File: src/rtl/mips_pkg.sv
// rtl/mips_pkg.sv - shared types and constants for the MIPS PC fetch stage
package mips_pkg;

  localparam int unsigned PC_INC = 4;

  typedef enum logic [1:0] {
    BOOT  = 2'd0,
    RUN   = 2'd1,
    HALT  = 2'd2,
    FAULT = 2'd3
  } fetch_state_e;

  typedef enum logic [1:0] {
    SEL_PLUS4  = 2'd0,
    SEL_BRANCH = 2'd1,
    SEL_JUMP   = 2'd2
  } pc_sel_e;

endpackage

File: src/rtl/pc_fetch_unit_if.sv
// rtl/pc_fetch_unit_if.sv - control/PC bundle of the fetch stage (stat ports under PC_FETCH_STATS_EN)
interface pc_fetch_unit_if #(
  parameter int PC_W = 32
);
  logic            stall_i;
  logic            branch_i;
  logic            zero_i;
  logic            jump_i;
  logic [25:0]     jump_index_i;
  logic [PC_W-1:0] pc_branch_i;
  logic            halt_i;
  logic [PC_W-1:0] pc_o;
  logic [PC_W-1:0] pc_plus4_o;
  logic            pc_valid_o;
  logic            fault_o;
  logic [PC_W-1:0] fault_pc_o;
`ifdef PC_FETCH_STATS_EN
  logic [31:0]     stat_taken_o;
  logic [31:0]     stat_jump_o;
`endif

  modport master (
    output stall_i, branch_i, zero_i, jump_i, jump_index_i, pc_branch_i, halt_i,
`ifdef PC_FETCH_STATS_EN
    input  stat_taken_o, stat_jump_o,
`endif
    input  pc_o, pc_plus4_o, pc_valid_o, fault_o, fault_pc_o
  );

  modport slave (
    input  stall_i, branch_i, zero_i, jump_i, jump_index_i, pc_branch_i, halt_i,
`ifdef PC_FETCH_STATS_EN
    output stat_taken_o, stat_jump_o,
`endif
    output pc_o, pc_plus4_o, pc_valid_o, fault_o, fault_pc_o
  );

endinterface

File: src/rtl/pc_next_sel.sv
// rtl/pc_next_sel.sv - combinational next-PC priority select, jump target and misalign flag
module pc_next_sel
  import mips_pkg::*;
#(
  parameter int PC_W = 32
) (
  input  logic [3:0]      pc_region,
  input  logic            branch,
  input  logic            zero,
  input  logic            jump,
  input  logic [25:0]     jump_index,
  input  logic [PC_W-1:0] pc_branch,
  output pc_sel_e         sel,
  output logic [PC_W-1:0] jump_target,
  output logic            misalign
);

  logic taken;

  assign taken       = branch & zero;
  assign jump_target = {pc_region, jump_index, 2'b00};

  // Jump beats a taken branch; a jump also masks any branch misalignment.
  always_comb begin
    sel      = SEL_PLUS4;
    misalign = 1'b0;
    if (jump) begin
      sel = SEL_JUMP;
    end else if (taken) begin
      sel      = SEL_BRANCH;
      misalign = (pc_branch[1:0] != 2'b00);
    end
  end

endmodule

File: src/rtl/pc_fetch_unit.sv
// rtl/pc_fetch_unit.sv - MIPS PC register with boot/run/halt/fault sequencing; PC_FETCH_STATS_EN adds branch/jump counters
module pc_fetch_unit
  import mips_pkg::*;
#(
  parameter logic [31:0] RESET_VECTOR = 32'h0000_0000,
  parameter int          PC_W         = 32
) (
  input  logic             clk,
  input  logic             rst_n,
  pc_fetch_unit_if.slave   bus
);

  fetch_state_e    state_q, state_d;
  logic [PC_W-1:0] pc_q, pc_d;
  logic [PC_W-1:0] fault_pc_q, fault_pc_d;
  logic [PC_W-1:0] pc_plus4;
  logic [PC_W-1:0] jump_target;
  pc_sel_e         sel;
  logic            misalign;
  logic            advance;

  assign pc_plus4 = pc_q + PC_W'(PC_INC);

  pc_next_sel #(.PC_W(PC_W)) u_next_sel (
    .pc_region   (pc_plus4[PC_W-1:PC_W-4]),
    .branch      (bus.branch_i),
    .zero        (bus.zero_i),
    .jump        (bus.jump_i),
    .jump_index  (bus.jump_index_i),
    .pc_branch   (bus.pc_branch_i),
    .sel         (sel),
    .jump_target (jump_target),
    .misalign    (misalign)
  );

  // A RUN cycle where control inputs are honoured.
  assign advance = (state_q == RUN) && !bus.stall_i;

  // Next state and next PC; HALT and FAULT freeze everything until reset.
  always_comb begin
    state_d    = state_q;
    pc_d       = pc_q;
    fault_pc_d = fault_pc_q;
    case (state_q)
      BOOT: state_d = RUN;
      RUN: begin
        if (!bus.stall_i) begin
          if (bus.halt_i) begin
            state_d = HALT;
          end else if (misalign) begin
            state_d    = FAULT;
            fault_pc_d = pc_q;
          end else begin
            case (sel)
              SEL_JUMP:   pc_d = jump_target;
              SEL_BRANCH: pc_d = bus.pc_branch_i;
              default:    pc_d = pc_plus4;
            endcase
          end
        end
      end
      default: ;
    endcase
  end

  // State, PC and fault-PC registers.
  always_ff @(posedge clk or negedge rst_n) begin
    if (!rst_n) begin
      state_q    <= BOOT;
      pc_q       <= PC_W'(RESET_VECTOR);
      fault_pc_q <= '0;
    end else begin
      state_q    <= state_d;
      pc_q       <= pc_d;
      fault_pc_q <= fault_pc_d;
    end
  end

  assign bus.pc_o       = pc_q;
  assign bus.pc_plus4_o = pc_plus4;
  assign bus.pc_valid_o = (state_q == RUN);
  assign bus.fault_o    = (state_q == FAULT);
  assign bus.fault_pc_o = fault_pc_q;

`ifdef PC_FETCH_STATS_EN
  logic [31:0] stat_taken_q;
  logic [31:0] stat_jump_q;

  // Saturating counters of taken aligned branches and jumps seen in RUN.
  always_ff @(posedge clk or negedge rst_n) begin
    if (!rst_n) begin
      stat_taken_q <= '0;
      stat_jump_q  <= '0;
    end else if (advance) begin
      if (sel == SEL_BRANCH && !misalign && stat_taken_q != 32'hFFFF_FFFF)
        stat_taken_q <= stat_taken_q + 32'd1;
      if (sel == SEL_JUMP && stat_jump_q != 32'hFFFF_FFFF)
        stat_jump_q <= stat_jump_q + 32'd1;
    end
  end

  assign bus.stat_taken_o = stat_taken_q;
  assign bus.stat_jump_o  = stat_jump_q;
`else
  logic unused_advance;
  assign unused_advance = advance;
`endif

endmodule

File: src/flat_wrapper.sv
// flat-port wrapper written by rule: the top's interface ports become plain ports
module pc_fetch_unit_flat import mips_pkg::*;
#(
  parameter logic [31:0] RESET_VECTOR = 32'h0000_0000,
  parameter int          PC_W         = 32
)
  (clk, rst_n, bus_stall_i, bus_branch_i, bus_zero_i, bus_jump_i, bus_jump_index_i, bus_pc_branch_i, bus_halt_i, bus_pc_o, bus_pc_plus4_o, bus_pc_valid_o, bus_fault_o, bus_fault_pc_o);
  pc_fetch_unit_if #(.PC_W(PC_W)) bus_i ();
  input  logic clk;
  input  logic rst_n;
  input wire logic [$bits(bus_i.stall_i)-1:0] bus_stall_i;
  input wire logic [$bits(bus_i.branch_i)-1:0] bus_branch_i;
  input wire logic [$bits(bus_i.zero_i)-1:0] bus_zero_i;
  input wire logic [$bits(bus_i.jump_i)-1:0] bus_jump_i;
  input wire logic [$bits(bus_i.jump_index_i)-1:0] bus_jump_index_i;
  input wire logic [$bits(bus_i.pc_branch_i)-1:0] bus_pc_branch_i;
  input wire logic [$bits(bus_i.halt_i)-1:0] bus_halt_i;
  output wire logic [$bits(bus_i.pc_o)-1:0] bus_pc_o;
  output wire logic [$bits(bus_i.pc_plus4_o)-1:0] bus_pc_plus4_o;
  output wire logic [$bits(bus_i.pc_valid_o)-1:0] bus_pc_valid_o;
  output wire logic [$bits(bus_i.fault_o)-1:0] bus_fault_o;
  output wire logic [$bits(bus_i.fault_pc_o)-1:0] bus_fault_pc_o;
  assign bus_i.stall_i = bus_stall_i;
  assign bus_i.branch_i = bus_branch_i;
  assign bus_i.zero_i = bus_zero_i;
  assign bus_i.jump_i = bus_jump_i;
  assign bus_i.jump_index_i = bus_jump_index_i;
  assign bus_i.pc_branch_i = bus_pc_branch_i;
  assign bus_i.halt_i = bus_halt_i;
  assign bus_pc_o = bus_i.pc_o;
  assign bus_pc_plus4_o = bus_i.pc_plus4_o;
  assign bus_pc_valid_o = bus_i.pc_valid_o;
  assign bus_fault_o = bus_i.fault_o;
  assign bus_fault_pc_o = bus_i.fault_pc_o;
  pc_fetch_unit #(.RESET_VECTOR(RESET_VECTOR), .PC_W(PC_W)) u_core (.clk(clk), .rst_n(rst_n), .bus(bus_i));
endmodule
File: config.mk
export PLATFORM = sky130hd
export DESIGN_NAME = pc_fetch_unit_flat
export DESIGN_NICKNAME = d
export VERILOG_FILES = /design/src/rtl/mips_pkg.sv /design/src/rtl/pc_fetch_unit_if.sv /design/src/rtl/pc_next_sel.sv /design/src/rtl/pc_fetch_unit.sv /design/src/flat_wrapper.sv
export SDC_FILE = /design/constraint.sdc
export NUM_CORES = 1
export LEC_CHECK = 0
export ABC_AREA = 1
export CORE_ASPECT_RATIO = 0.5
export CORE_UTILIZATION = 30
export DETAILED_ROUTE_END_ITERATION = 10
export GPL_TIMING_DRIVEN = 1
export PLACE_DENSITY = 0.68
export SETUP_SLACK_MARGIN = 0.3
export SLEW_MARGIN = 20
export SYNTH_ARGS = -nofsm -noshare
export SYNTH_HDL_FRONTEND = slang
export SYNTH_HIERARCHICAL = 1
export SYNTH_SLANG_ARGS = --single-unit
export TNS_END_PERCENT = 20
File: constraint.sdc
create_clock -name clk -period 2.4 [get_ports clk]
set_input_delay 0.6 -clock clk [delete_from_list [all_inputs] [get_ports clk]]
set_output_delay 0.6 -clock clk [all_outputs]
set_load 0.1 [all_outputs]
* After elaboration in Yosys (flattened, before gate mapping)
Cells that the tools add are included.
Storage, ports and cells: register bits 66, input port bits 65, logic and storage cells 29
Cells by class: equal/unequal tests 6, bitwise operators 4, mux-type cells 9, reductions and logical operators 6, add/sub/neg operators 1
Operators with widths (count):
- 32-bit one-hot mux with 2 select lines | 1
- 32-bit by 3-bit adder with 32-bit output, second input constant | 1
- 2-bit two-way mux | 4
- 4-bit AND reduction | 2
- 2-bit by 1-bit equality test with 1-bit output, second input constant | 2
- 2-bit equality test, second input constant | 2
- 2-bit one-hot mux with 2 select lines | 1
- 2-bit nonzero test | 2
- 1-bit two-way mux | 3
- 3-bit by 2-bit inequality test with 1-bit output, second input constant | 1
- 1-bit NOT | 3
- 3-bit AND reduction | 1
- 2-bit zero test | 1
- 2-bit inequality test, second input constant | 1
- 1-bit bitwise AND | 1

* Longest topological paths before layout
Gate-level depths: netlist (run 1).
depth after elaboration 7, gate-level depth with buffers 12

* Cells and area by module
Netlist (run 1), hierarchy kept.
Modules (own cells, without submodules):
- pc_fetch_unit | area an instance 3910.0 µm², instances 1, cells each 474, sequential area each 1651.6 µm²
- pc_next_sel | area an instance 276.5 µm², instances 1, cells each 39, sequential area each 0.0 µm²

* Worst setup path after synthesis (run 1)
Ideal clock, no wire load.
kind register to output, from register u_core.pc_q[2], in the netlist u_core/bus.pc_o[2], to output port bus_pc_plus4_o[13], stages on the path, launching flop included 6, arrival 3.677 ns, setup slack -1.877 ns, buffers on the path 0, cells stage by stage dfrtp_1 -> inv_1 -> nor2_4 -> nand2_4 -> nor2_4 -> xor2_1
Between the ends: cells in the longest elaborated chain, start to end 1
RTL lines:
- start, declared | line pc_fetch_unit.sv:14 | logic [PC_W-1:0] pc_q, pc_d;
- start signal, assigned | line pc_fetch_unit.sv:70 | pc_q <= PC_W'(RESET_VECTOR);
- start signal, assigned | line pc_fetch_unit.sv:74 | pc_q <= pc_d;
- 32-bit by 3-bit adder with 32-bit output | line pc_fetch_unit.sv:22 | assign pc_plus4 = pc_q + PC_W'(PC_INC);
- end, declared | line flat_wrapper.sv:19 | output wire logic [$bits(bus_i.pc_plus4_o)-1:0] bus_pc_plus4_o;
Every way passes these cells.

* Worst setup path in the final report (run 1)
from register u_core.pc_q[2], in the netlist u_core/bus.pc_o[2], to output port bus_pc_plus4_o[29]
Same word-level chain as after synthesis.

==> results of run 1 <==
## where the power goes
part           switching, W  leakage (nW)  internal [W]
logic             0.0000842          2.23      0.000130
clock network      0.000491         0.165      0.000993
registers                 0         0.860       0.00111
total              0.000575          3.26       0.00224
## kinds of logic (layout without fill, tap and decap cells)
family                     after synthesis  in the layout  share of synthesized area [%]
AOI/OAI and AO/OA                       85             85                           14.7
xor gates and xnor gates                15             15                           4.21
adders and majority gates                3              3                          0.897
buffers and inverters                   93            268                           11.8
DFF                                     66             66                           39.4
muxes                                   12             12                           3.23
other                                    1              2                         0.0896
and+or+nand+nor                        238            238                           25.6
## cells in the final DEF (no fill, tap or decap), drive strengths merged, types with 3 or more instances in the layout
cell / n
dfrtp: 66
mux2: 12
buf: 149
clkbuf: 12
clkdlybuf4s50: 62
inv: 38
and2: 7
a22oi: 21
nand2: 158
ha: 3
a22o: 30
xor2: 15
nand3: 21
nor2: 50
o21ai: 22
a31oi: 3
o211ai: 7
## routing by layer
metal  share of wire (%)  track usage (%)  up-vias
li1                    -                -     1984
met1                  44             27.4     2017
met2                  48             33.2      115
met3                 5.5             4.66       23
met4                 1.8             5.57        0
met5                   0                0        -
## sequential cells by signal, indices dropped and copies added, names as in the netlist
register and count:
u_core/bus.pc_o 32, u_core/state_q 2, u_core/bus.fault_pc_o 32
## critical path, cell delays in order (launching register included)
cell        delay, ns
dfrtp_4          0.45
clkinvlp_4       0.12
nor2_4           0.19
nand2_4          0.14
nor2_4           0.23
nand3_1          0.16
nand2_4          0.12
buf_12           0.17
## cell type report
type	count	area (sq um)
clock buffers	12	267
clock inverters	4	72.6
multi-input cells	355	2460
fillers	1244	6480
well taps	192	240
repair buffers	212	2240
inverters	40	154
flip-flops and latches	66	1670
## timing repair
action | 4_1_cts | 5_1_grt
gates resized for setup | 28 | 30
buffers inserted | 14 | 8
pin swaps | 19 | 15
setup endpoints to repair | 28 | 59
## per-stage QoR
stage | util, % | setup slack (ns)
floorplan | - | -0.636
global placement | 46.9 | 0.0809
detailed placement | 46.9 | 0.00727
CTS | 51.0 | -0.139
global route | 52.3 | -0.198
finish | 52.3 | -0.110
## worst paths after layout
check	slack, ns	from	cells past startpoint	end
setup / recovery	-0.11	u_core/bus.pc_o[2]$_DFFE_PN0P_	7	bus_pc_plus4_o[29]
hold / removal	0.27	rst_n	2	u_core/bus.fault_pc_o[21]$_DFFE_PN0P_
setup reg to reg	0.36	u_core/bus.pc_o[2]$_DFFE_PN0P_	13	u_core/bus.pc_o[31]$_DFFE_PN0P_
hold reg to reg	0.48	u_core/bus.fault_pc_o[24]$_DFFE_PN0P_	2	u_core/bus.fault_pc_o[24]$_DFFE_PN0P_
max in group asynchronous	1.77	rst_n	2	u_core/bus.pc_o[3]$_DFFE_PN0P_
min in group clk	0.48	u_core/bus.fault_pc_o[24]$_DFFE_PN0P_	2	u_core/bus.fault_pc_o[24]$_DFFE_PN0P_
==> impl_metrics.ini, run 1 <==
[run_status]
status = finished with violations
violations = setup timing

[place]
placed_area_sq_mm = 0.00637
numPortBuffers = 162
dp.cells = 843
hpwl_um = 10700
gp_congestion = 0.879

[drt]
vias = 4139
drc = 0
antenna_left = 0
avgRoutedWirePerCell_um = 16.5
dr.pass1.iters = 4
drtIter0Drc = 253
wirelength_um = 14500
via_per_inst = 4.70

[cts]
numCtsBuffers = 9
cts_num_sinks = 66
ctsHoldBuffers = 0
insertion_delay_ns = 0.33
clockBufferDepth = 2
clk_pin_slew_ns = 0.06
ctsHtreeMaxLevel = 3
cts_tree = done
root_buffer = clkbuf_16

[logic_synthesis]
synth_ff_type = dfrtp_1
yosys-top-cells-count = nand2_1, dfrtp_1, inv_1
syn_avg_cell_area_sq_um = 8.16
yosys.area.top_type = dfrtp_1
synth_edf_count = 0
synth_cells = 513
synth_area_leaders = dfrtp_1, nand2_1, buf_4
synth.most_common_cell = nand2_1
ys_warn_count = 6
ys_seq_area_share_pct = 39.5
syn_area_sq_mm = 0.00419
synthArstFlopShare_pct = 100
yosysTopAreaCellShare_pct = 39.5
ys_seq_elements = 66
synth.distinct_cells = 32

[cells_and_area]
synthToLayoutAreaGrowth_pct = 69.8
finalNonFillerCells = 881
nets = 752
num_antenna_cells = 0
fin_area_sq_mm = 0.00711
drive_above_1_share_pct = 37.9

[run]
maxCapViolations = 0

[floorplanning]
core_area_sq_mm = 0.0136
dieArea_sq_mm = 0.0145
fp.dieH_um = 85.5
dieWidth_um = 169
rows = 30
pin_count = 163
floorplan.initialDensity_pct = 30.8

[global_routing]
overflow = 0
grt.total_usage_pct = 20.4
grt_pass1_wl_um = 22600
grt_pass1_vias = 4168
antenna_found_initial = 0
grt_max_degree = 67

[worst_setup_path]
cp-end-kind = output pin
startpoint_type = register
cp_max_fo = 4
crit_arrival_ns = 1.91
crit_type = reg -> out
required_ns = 1.80

[timing]
fin_ws_ns = -0.110
finalSetupViolations = 21
fin_crit_sh_pct = 105
finalMaxSlewViolations = 0
finalHoldViolations = 0
period_needed_ns = 2.51
finClkSkew_ns = 0.00944
fmax_mhz = 398
rsz0062_at_grt = yes
fin_setup_tns_ns = -1.44
hold_slack_ns = 0.274

[pwr]
leakagePower_nw = 3.26
p_total_w = 0.00281
ir_worst_vdd_v = 0.000319
powerDensity_mw_per_mm2 = 395

[hold_path]
hp-class = in -> async
Note: power is estimated with default switching activity, not from simulation.
==> run 2: changes to the inputs <==
--- a/config.mk
+++ b/config.mk
@@ -6,11 +6,13 @@
 export NUM_CORES = 1
 export LEC_CHECK = 0
 export ABC_AREA = 1
+export CELL_PAD_IN_SITES_DETAIL_PLACEMENT = 2
+export CELL_PAD_IN_SITES_GLOBAL_PLACEMENT = 2
 export CORE_ASPECT_RATIO = 0.5
-export CORE_UTILIZATION = 30
+export CORE_UTILIZATION = 24
 export DETAILED_ROUTE_END_ITERATION = 10
 export GPL_TIMING_DRIVEN = 1
-export PLACE_DENSITY = 0.68
+export PLACE_DENSITY = 0.89
 export SETUP_SLACK_MARGIN = 0.3
 export SLEW_MARGIN = 20
 export SYNTH_ARGS = -nofsm -noshare
==> run 2 against run 1 <==
  * The run still ends with setup timing left
  * Die area rose by 25%
  * Via count rose by 20%
  * Register-to-register slack got worse by 0.27 ns
  * Global-route usage grew 8.5 points
  * Largest cell class unchanged
  * Worst hold slack lost 0.053 ns
  * Setup slack got worse by 0.38 ns
  * Fmax decreased by 13%
  * Sequential power hardly changed
  * Critical path type unchanged
  * Cell area grew 6.1%
  * Total power grew 2.3%
  * Combinational power up 9.3%
  * Wire length grew 93%
==> impl_metrics.ini, run 2 (synthesized netlist as in run 1, its figures left out) <==
[drt]
dr.pass1.iters = 5
via_per_inst = 5.30
drc = 0
drtIter0Drc = 343
wirelength_um = 28000
antenna_left = 0
vias = 4984
avgRoutedWirePerCell_um = 29.8

[timing]
worstMarginPinSlew_ns = 0.546
rsz0062_at_grt = yes
max-slew-margin-rel_pct = 63.6
fmax_mhz = 347
hold_slack_ns = 0.222
fin_crit_sh_pct = 120
finalMaxSlewViolations = 0
finalHoldViolations = 0
fin_ws_ns = -0.486
fin_setup_tns_ns = -6.75
finClkSkew_ns = 0.00792
period_needed_ns = 2.89
finalSetupViolations = 26

[worst_setup_path]
rrSetupSlack_ns = 0.09
required_ns = 1.80
cp_common_cell = nand2_1
cp_slowest_cell = dfrtp_1
cpPeakStageDelay_ns = 0.45
cp_max_fo = 3
startpoint_type = register
cp-end-kind = output pin
cp_top_family = simple AND/OR/NAND/NOR gates
critical_path_buf_inv_count = 1
crit_arrival_ns = 2.29
crit_chain = nand2_1 > nor2_2 > nand2_1 > nor2_1 > nand2_1 > nand2_2 > and2_4 > buf_12
crit_type = reg -> out

[global_routing]
grt.total_usage_pct = 28.9
overflow = 0
grt_pass1_wl_um = 37700
grt_max_degree = 43
grt_pass1_vias = 5483
antenna_found_initial = 1

[run_status]
status = finished with violations
violations = setup timing

[pwr]
clockPowerShare_pct = 53.2
powerDensity_mw_per_mm2 = 381
power_frac_comb_pct = 8.1
p_switching_w = 0.000693
p_total_w = 0.00288
p_int_w = 0.00218
sw_frac_of_total_pct = 24.1
seq_power_share_pct = 38.7
leakagePower_nw = 3.43
ir_worst_vdd_v = 0.000321

[floorplanning]
dieWidth_um = 189
fp.dieH_um = 95.4
rows = 33
core_area_sq_mm = 0.0167
dieArea_sq_mm = 0.0180
pin_count = 163
floorplan.initialDensity_pct = 25.0

[hold_path]
hp-class = in -> async

[cts]
numCtsBuffers = 9
ctsHoldBuffers = 0
clockBufferDepth = 2
cts_tree = done
insertion_delay_ns = 0.36
cts_num_sinks = 66
root_buffer = clkbuf_16
ctsHtreeMaxLevel = 3
clk_pin_slew_ns = 0.06

[place]
hpwl_um = 15600
gp_congestion = 0.785
dp.cells = 885
numPortBuffers = 162

[cells_and_area]
synthToLayoutAreaGrowth_pct = 80.2
finalNonFillerCells = 940
final_cell_mix = nand2_1, buf_4, clkdlybuf4s50_1, dfrtp_1, buf_12
num_antenna_cells = 0
nets = 776
nFillCells = 1735
final_common_cell = nand2_1
drive_above_1_share_pct = 44.9
seq_area_sq_mm = 0.00168
fin_util_pct = 45.1
multi_input_area_sq_mm = 0.00259

[run]
maxCapViolations = 0
[run 2: cell count changes in the layout (fill, tap and decap cells not counted), moves of 6 or more]
| cell | change |
|---|---|
| nor2_1 | -7 |
| nand2_1 | -17 |
| nand2_2 | +13 |
| buf_4 | +15 |
| dfrtp_1 | -6 |
| nor2_4 | +6 |
| dfrtp_2 | +6 |
[run 2: worst paths after layout]
check | start | endpoint | cells after the start
worst max-delay path | u_core/bus.pc_o[15]$_DFFE_PN0P_ | bus_pc_plus4_o[30] | 8
max in group asynchronous | rst_n | u_core/bus.pc_o[24]$_DFFE_PN0P_ | 2
worst min-delay path | rst_n | u_core/bus.pc_o[25]$_DFFE_PN0P_ | 1
worst min register to register | u_core/bus.fault_pc_o[30]$_DFFE_PN0P_ | u_core/bus.fault_pc_o[30]$_DFFE_PN0P_ | 2
min in group clk | u_core/bus.fault_pc_o[30]$_DFFE_PN0P_ | u_core/bus.fault_pc_o[30]$_DFFE_PN0P_ | 2
worst max register to register | u_core/bus.pc_o[9]$_DFFE_PN0P_ | u_core/bus.pc_o[31]$_DFFE_PN0P_ | 13
[run 2: what timing repair did]
action                                  4_1_cts  5_1_grt
gates resized for setup                      62       50
buffers inserted                             22       17
endpoints found under the setup margin       60       54
pin swaps                                    17       21
endpoints found under the hold margin         0        0
[run 2: layout make-up]
class,count,share of cell area (%)
multi-input combinational,355,34.4
timing repair buffer,236,33.2
sequential,66,22.3
tap,227,3.76
clock buffer,10,3.17
inverter,40,2.06
clock inverter,6,1.18
[run 2: power by group through the flow]
stage / logic, W / registers [W] / clock network [W]
after CTS: 0.000227 / 0.00111 / 0.00151
after global placement: 0.000211 / 0.00113 / 0
after global routing: 0.000246 / 0.00111 / 0.00159
after detailed placement: 0.000220 / 0.00113 / 0
after floorplan: 0.0000837 / 0.00113 / 0
final: 0.000234 / 0.00111 / 0.00153
[run 2: layer usage]
metal / track usage [%] / part of all wire, % / up-vias
met3: 6.33 / 6.8 / 87
met2: 49.8 / 48 / 297
met4: 14.4 / 4.4 / 0
met1: 34.6 / 40 / 2568
met5: 0 / 0 / -
li1: - / - / 2032
[run 2: stage by stage]
step,cell area [sq um],setup slack (ns)
2_1_floorplan,4440,-0.636
3_3_place_gp,6500,0.0257
3_5_place_dp,6500,-0.171
4_1_cts,7220,-0.252
5_1_grt,7540,-0.424
6_report,7540,-0.486
[run 2: worst reg2reg max path: stages, from the launching register on]
cell	delay, ns
dfrtp_2	0.43
nand2_2	0.15
nor2_1	0.20
nand2_1	0.14
nor2_4	0.14
buf_12	0.15
buf_4	0.13
nand2_4	0.06
nand2_4	0.11
nand2_8	0.06
buf_4	0.13
a22o_1	0.19
a22oi_1	0.17
nand2_1	0.11
